[src/rtl/utopia_rx_arbiter.sv]
`default_nettype none
// ============================================================================
// Module   : utopia_rx_arbiter
// Brief    : Round-robin merge of NUM_RX UTOPIA receive ports into a single
//            cell stream, with per-port cell counters and error flags.
// Revision : 1.0  initial release
// ============================================================================
module utopia_rx_arbiter #(
    parameter int NUM_RX     = 4,
    parameter int DATA_W     = 8,
    parameter int CELL_BYTES = 53,
    parameter int CNT_W      = 16,
    localparam int c_port_w  = (NUM_RX > 1) ? $clog2(NUM_RX) : 1
) (
    input  logic                     clk,
    input  logic                     rst,
    input  logic [NUM_RX-1:0]        rx_valid,
    input  logic [NUM_RX-1:0]        rx_soc,
    input  logic [NUM_RX*DATA_W-1:0] rx_data,
    output logic [NUM_RX-1:0]        rx_ready,
    input  logic [NUM_RX-1:0]        port_en,
    output logic                     out_valid,
    output logic                     out_soc,
    output logic [DATA_W-1:0]        out_data,
    output logic [c_port_w-1:0]      out_port,
    input  logic                     out_ready,
    input  logic [c_port_w-1:0]      cnt_sel,
    output logic [CNT_W-1:0]         cnt_value,
    input  logic                     cnt_clr,
    output logic [NUM_RX-1:0]        err,
    output logic                     busy
);

    localparam int c_bcnt_w = $clog2(CELL_BYTES);

    typedef enum logic [0:0] {
        ST_IDLE = 1'b0,
        ST_FWD  = 1'b1
    } state_t;

    state_t                r_state, w_state_nxt;
    logic [c_port_w-1:0]   r_grant, w_grant_nxt;
    logic [c_port_w-1:0]   r_last_grant, w_last_nxt;
    logic [c_port_w-1:0]   w_pick;
    logic [c_port_w:0]     w_tgt;
    logic [c_bcnt_w-1:0]   r_byte_cnt, w_bcnt_nxt;
    logic [CNT_W-1:0]      r_cnt [NUM_RX];
    logic [NUM_RX-1:0]     r_err, w_err_set, w_cnt_inc, w_cand;
    logic                  w_found, w_gvalid, w_gsoc, w_xfer, w_last_byte;
    logic [DATA_W-1:0]     w_gdata;

    assign w_cand      = rx_valid & rx_soc & port_en;
    assign w_last_byte = (r_byte_cnt == c_bcnt_w'(CELL_BYTES - 1));
    assign out_port    = r_grant;
    assign err         = r_err;

    // Granted-port mux and counter read port
    always_comb begin
        w_gvalid  = 1'b0;
        w_gsoc    = 1'b0;
        w_gdata   = '0;
        cnt_value = '0;
        for (int i = 0; i < NUM_RX; i++) begin
            if (r_grant == c_port_w'(i)) begin
                w_gvalid = rx_valid[i];
                w_gsoc   = rx_soc[i];
                w_gdata  = rx_data[i*DATA_W +: DATA_W];
            end
            if (cnt_sel == c_port_w'(i)) begin
                cnt_value = r_cnt[i];
            end
        end
    end

    // Round-robin search: distance 1 from last_grant has highest priority
    always_comb begin
        w_found = 1'b0;
        w_pick  = '0;
        w_tgt   = '0;
        for (int k = 1; k <= NUM_RX; k++) begin
            w_tgt = {1'b0, r_last_grant} + (c_port_w + 1)'(k);
            if (w_tgt >= (c_port_w + 1)'(NUM_RX)) begin
                w_tgt = w_tgt - (c_port_w + 1)'(NUM_RX);
            end
            for (int i = 0; i < NUM_RX; i++) begin
                if (!w_found && w_cand[i] && (w_tgt == (c_port_w + 1)'(i))) begin
                    w_found = 1'b1;
                    w_pick  = c_port_w'(i);
                end
            end
        end
    end

    always_comb begin
        w_state_nxt = r_state;
        w_grant_nxt = r_grant;
        w_last_nxt  = r_last_grant;
        w_bcnt_nxt  = r_byte_cnt;
        w_err_set   = '0;
        w_cnt_inc   = '0;
        w_xfer      = 1'b0;
        rx_ready    = '0;
        out_valid   = 1'b0;
        out_soc     = 1'b0;
        out_data    = '0;
        busy        = 1'b0;
        if (rst) begin
            case (r_state)
                ST_IDLE: begin
                    // Stray non-SOC bytes are drained and flagged
                    for (int i = 0; i < NUM_RX; i++) begin
                        if (rx_valid[i] && !rx_soc[i]) begin
                            rx_ready[i]  = 1'b1;
                            w_err_set[i] = 1'b1;
                        end
                    end
                    if (w_found) begin
                        w_grant_nxt = w_pick;
                        w_last_nxt  = w_pick;
                        w_bcnt_nxt  = '0;
                        w_state_nxt = ST_FWD;
                    end
                end
                ST_FWD: begin
                    busy      = 1'b1;
                    out_valid = w_gvalid;
                    out_data  = w_gdata;
                    out_soc   = (r_byte_cnt == '0);
                    w_xfer    = w_gvalid & out_ready;
                    for (int i = 0; i < NUM_RX; i++) begin
                        if (r_grant == c_port_w'(i)) begin
                            rx_ready[i] = out_ready;
                            if (w_xfer && w_gsoc && (r_byte_cnt != '0)) begin
                                w_err_set[i] = 1'b1;
                            end
                            if (w_xfer && w_last_byte) begin
                                w_cnt_inc[i] = 1'b1;
                            end
                        end
                    end
                    if (w_xfer) begin
                        if (w_last_byte) begin
                            w_bcnt_nxt  = '0;
                            w_state_nxt = ST_IDLE;
                        end else begin
                            w_bcnt_nxt  = r_byte_cnt + c_bcnt_w'(1);
                        end
                    end
                end
                default: w_state_nxt = ST_IDLE;
            endcase
        end
    end

    always_ff @(posedge clk) begin
        if (!rst) begin
            r_state      <= ST_IDLE;
            r_byte_cnt   <= '0;
            r_last_grant <= c_port_w'(NUM_RX - 1);
            r_grant      <= '0;
            r_err        <= '0;
            for (int i = 0; i < NUM_RX; i++) begin
                r_cnt[i] <= '0;
            end
        end else begin
            r_state      <= w_state_nxt;
            r_byte_cnt   <= w_bcnt_nxt;
            r_last_grant <= w_last_nxt;
            r_grant      <= w_grant_nxt;
            r_err        <= cnt_clr ? '0 : (r_err | w_err_set);
            for (int i = 0; i < NUM_RX; i++) begin
                if (cnt_clr) begin
                    r_cnt[i] <= '0;
                end else if (w_cnt_inc[i] && (r_cnt[i] != {CNT_W{1'b1}})) begin
                    r_cnt[i] <= r_cnt[i] + CNT_W'(1);
                end
            end
        end
    end

endmodule
`default_nettype wire

[config.mk]
export PLATFORM = sky130hd
export DESIGN_NAME = utopia_rx_arbiter
export DESIGN_NICKNAME = d
export VERILOG_FILES = /design/src/rtl/utopia_rx_arbiter.sv
export SDC_FILE = /design/constraint.sdc
export NUM_CORES = 1
export LEC_CHECK = 0
export CAP_MARGIN = 10
export CORE_UTILIZATION = 58
export DETAILED_ROUTE_END_ITERATION = 8
export PLACE_DENSITY = 0.83
export SYNTH_ARGS = -nofsm -noshare
export SYNTH_HDL_FRONTEND = slang
export SYNTH_SLANG_ARGS = --single-unit
export TNS_END_PERCENT = 1
[constraint.sdc]
create_clock -name clk -period 5.5 [get_ports clk]
set_input_delay 0.825 -clock clk [delete_from_list [all_inputs] [get_ports clk]]
set_output_delay 0.825 -clock clk [all_outputs]
set_load 0.01 [all_outputs]
==> results.sh <==
export IMPL_outcome="complete, no violations"
export IMPL_worst_slack_ns=1.556
export IMPL_diodes=0
export IMPL_synth_seq_cells=79
export IMPL_slew_headroom_pct=28.27
export IMPL_grt_pass1_wl_um=19750
export IMPL_crit_fanout=16
export IMPL_crit_required_ns=4.68
export IMPL_critPathLaunchType="input port"
export IMPL_num_vias=4230
export IMPL_synth_distinct_cells=45
export IMPL_start_util_pct=60.58
export IMPL_drc=0
export IMPL_hp_class="reg -> reg"
export IMPL_hold_path_depth=1
export IMPL_synthArstFlopShare_pct=0
export IMPL_dieArea_mm2=0.009088
export IMPL_cts_made_buffers=9
export IMPL_synth_top_area_share_pct=38.04
export IMPL_first_pass_iters=5
export IMPL_drtAntennaViolNets=0
export IMPL_end_kind="output port"
export IMPL_setup_viol=0
export IMPL_antenna_found_initial=0
export IMPL_die_y_um=95.33
export IMPL_drive_gt1_share_pct=9.107
export IMPL_worst_pin_slew_ns=1.073
export IMPL_wl_um=12640
export IMPL_rows=33
export IMPL_placed_cell_area_mm2=0.005969
export IMPL_top_usage_layer="met2"
export IMPL_cts_tree="done"
export IMPL_multi_input_area_mm2=0.002680
export IMPL_synth_most_common_cell="edfxtp_1"
export IMPL_maxSlewViolCount=0
export IMPL_period_minus_slack_ns=3.944
export IMPL_pre_cts_ws_ns=1.487
export IMPL_cts_root_buffer="clkbuf_8"
export IMPL_regArea_mm2=0.002222
export IMPL_synthesis_area_mm2=0.005052
export IMPL_holdCritStartpoint="r_byte_cnt[5]"
export IMPL_io_pins=87
export IMPL_dp_hpwl_um=9428
export IMPL_die_x_um=95.33
export IMPL_cts_hold_buffers=0
export IMPL_fin_skew_ns=0.008719
export IMPL_total_power_mw=1.368
export IMPL_cp_data_arrival_time_ns=3.12
export IMPL_synth_warnings=0
export IMPL_final_nets=611
export IMPL_p_leak_nw=2.048
export IMPL_synth_edf_count=64
export IMPL_hold_viol_final=0
export IMPL_design_area_mm2=0.006167
export IMPL_grt_pass1_vias=4007
export IMPL_drt_iter0_markers=267
export IMPL_max_cap_violations=0
export IMPL_synth_common_cells="64 x edfxtp_1, 49 x nor2_1, 33 x nand3_1"
export IMPL_synthFlopType="edfxtp_1"
export IMPL_synth_area_leaders="edfxtp_1 38%, mux4_2 12%, dfxtp_1 5.9%"
export IMPL_rsz0062_at_grt="false"
export IMPL_cts_clk_slew_worst_paths_ns=0.09
export IMPL_port_buffers=86
export IMPL_ir_worst_vdd_mv=0.1175
export IMPL_yosysSeqAreaShare_pct=43.98
export IMPL_met2_usage_pct=47.50
export IMPL_postCtsResizedCells=0
export IMPL_grt_max_degree=22
export IMPL_cts_sinks=79
export IMPL_fin_crit_sh_pct=71.72
export IMPL_clock_path_buffers=2
export IMPL_postCtsSetupRepairBufs=0
export IMPL_grt_use_met1_pct=37.64
export IMPL_r2r_start="out_port[1]"
export IMPL_nFillCells=566
export IMPL_fp_coreArea_mm2=0.008341
export IMPL_timing_hold_worst_endpoint="r_byte_cnt[5]"
export IMPL_place_congestion=0.8676
export IMPL_power_density_mw_per_mm2=221.7
export IMPL_ff2ff_path_depth=4
export IMPL_wl_per_cell_um=19.01
export IMPL_post_route_util_pct=73.94
export IMPL_path_class="in -> out"
export IMPL_max_freq_ghz=0.2535
export IMPL_htree_levels=3
export IMPL_grt_use_total_pct=29.36
export IMPL_r2r_setup_slack_ns=2.24
export IMPL_use_met3_pct=6.061
export IMPL_r2r_end="r_cnt[2][0]"
export IMPL_clk_latency_ns=0.35
export IMPL_synth_fp_nets=535
export IMPL_fin_setup_tns_ns=0
export IMPL_vias_per_cell=6.361
export IMPL_syn_avg_cell_area_um2=10.55
export IMPL_area_growth_pct=22.07
export IMPL_syn_instance_count=479
export IMPL_overflow=0
export IMPL_yosysTopAreaCell="edfxtp_1"
## per-stage QoR
step	hold WS, ns	cells
2_1_floorplan	0.4742	479
3_3_place_gp	0.4736	649
3_5_place_dp	0.4862	649
4_1_cts	0.5110	665
5_1_grt	0.5357	665
6_report	0.5123	665
## cell type report
cell class | instances | area share [%]
Clock buffer | 11 | 2.637
Sequential cell | 79 | 36.03
Inverter | 12 | 0.7304
Tap cell | 105 | 2.130
Timing Repair Buffer | 90 | 14.45
Clock inverter | 5 | 0.5681
Multi-Input combinational cell | 363 | 43.46
## per-layer routing
layer | routed length [µm] | up-vias
met4 | 361 | 0
met3 | 1143 | 27
li1 | - | 1965
met5 | 0 | -
met2 | 6066 | 222
met1 | 5070 | 2016
## cells in the final DEF, fill, tap and decap left out, types with 8 or more instances in the layout
master           instances
dfxtp_1                 15
xor2_1                  29
edfxtp_1                64
xnor2_1                 22
clkdlybuf4s50_1         86
and4_1                   8
inv_1                   12
mux4_2                  26
and3_1                  14
o21ai_0                 14
nor3_1                  32
nand2_1                 23
nand3_1                 33
a21oi_1                 10
and2_1                  14
nor2_1                  49
nand4_1                 18
clkbuf_8                10
## worst max-delay path by stage
| stage | start | endpoint | slack [ns] | cells after the start |
|---|---|---|---|---|
| floorplan | rst | r_cnt[1][0] | 2.30 | 6 |
| global placement | cnt_sel[1] | cnt_value[1] | 1.60 | 3 |
| finish | cnt_sel[1] | cnt_value[12] | 1.56 | 3 |
| global route | cnt_sel[1] | cnt_value[11] | 1.37 | 3 |
| CTS | cnt_sel[1] | cnt_value[12] | 1.51 | 3 |
| detailed placement | rst | r_cnt[2][12] | 1.49 | 6 |
## sequential cells by signal, summed over array words and instances, names as in the netlist
| register | cells |
|---|---|
| r_state | 1 |
| r_cnt | 64 |
| r_byte_cnt | 6 |
| r_last_grant | 2 |
| out_port | 2 |
| err | 4 |
## critical path, cell delays in order
cell and delay (ns):
clkdlybuf4s50_1 1.18, mux4_2 0.61, clkdlybuf4s50_1 0.49
## where the power goes
group	total [mW]	leakage (nW)	internal (mW)	switching (mW)
sequential	0.724	0.819	0.674	0.0494
clock	0.433	0.102	0.206	0.226
combinational	0.211	1.13	0.126	0.0854
total	1.37	2.05	1.01	0.361
## logic make-up after synthesis
family | Yosys count | synth area share, %
AND/OR/NAND/NOR | 223 | 23.55
flip-flops | 79 | 43.98
AO/OA/AOI/OAI | 55 | 7.182
XOR/XNOR | 51 | 8.841
buffers and inverters | 37 | 2.972
multiplexers | 28 | 11.99
adder cells (fa/ha/maj) | 6 | 1.486
Power figures use the tool's default switching activity.
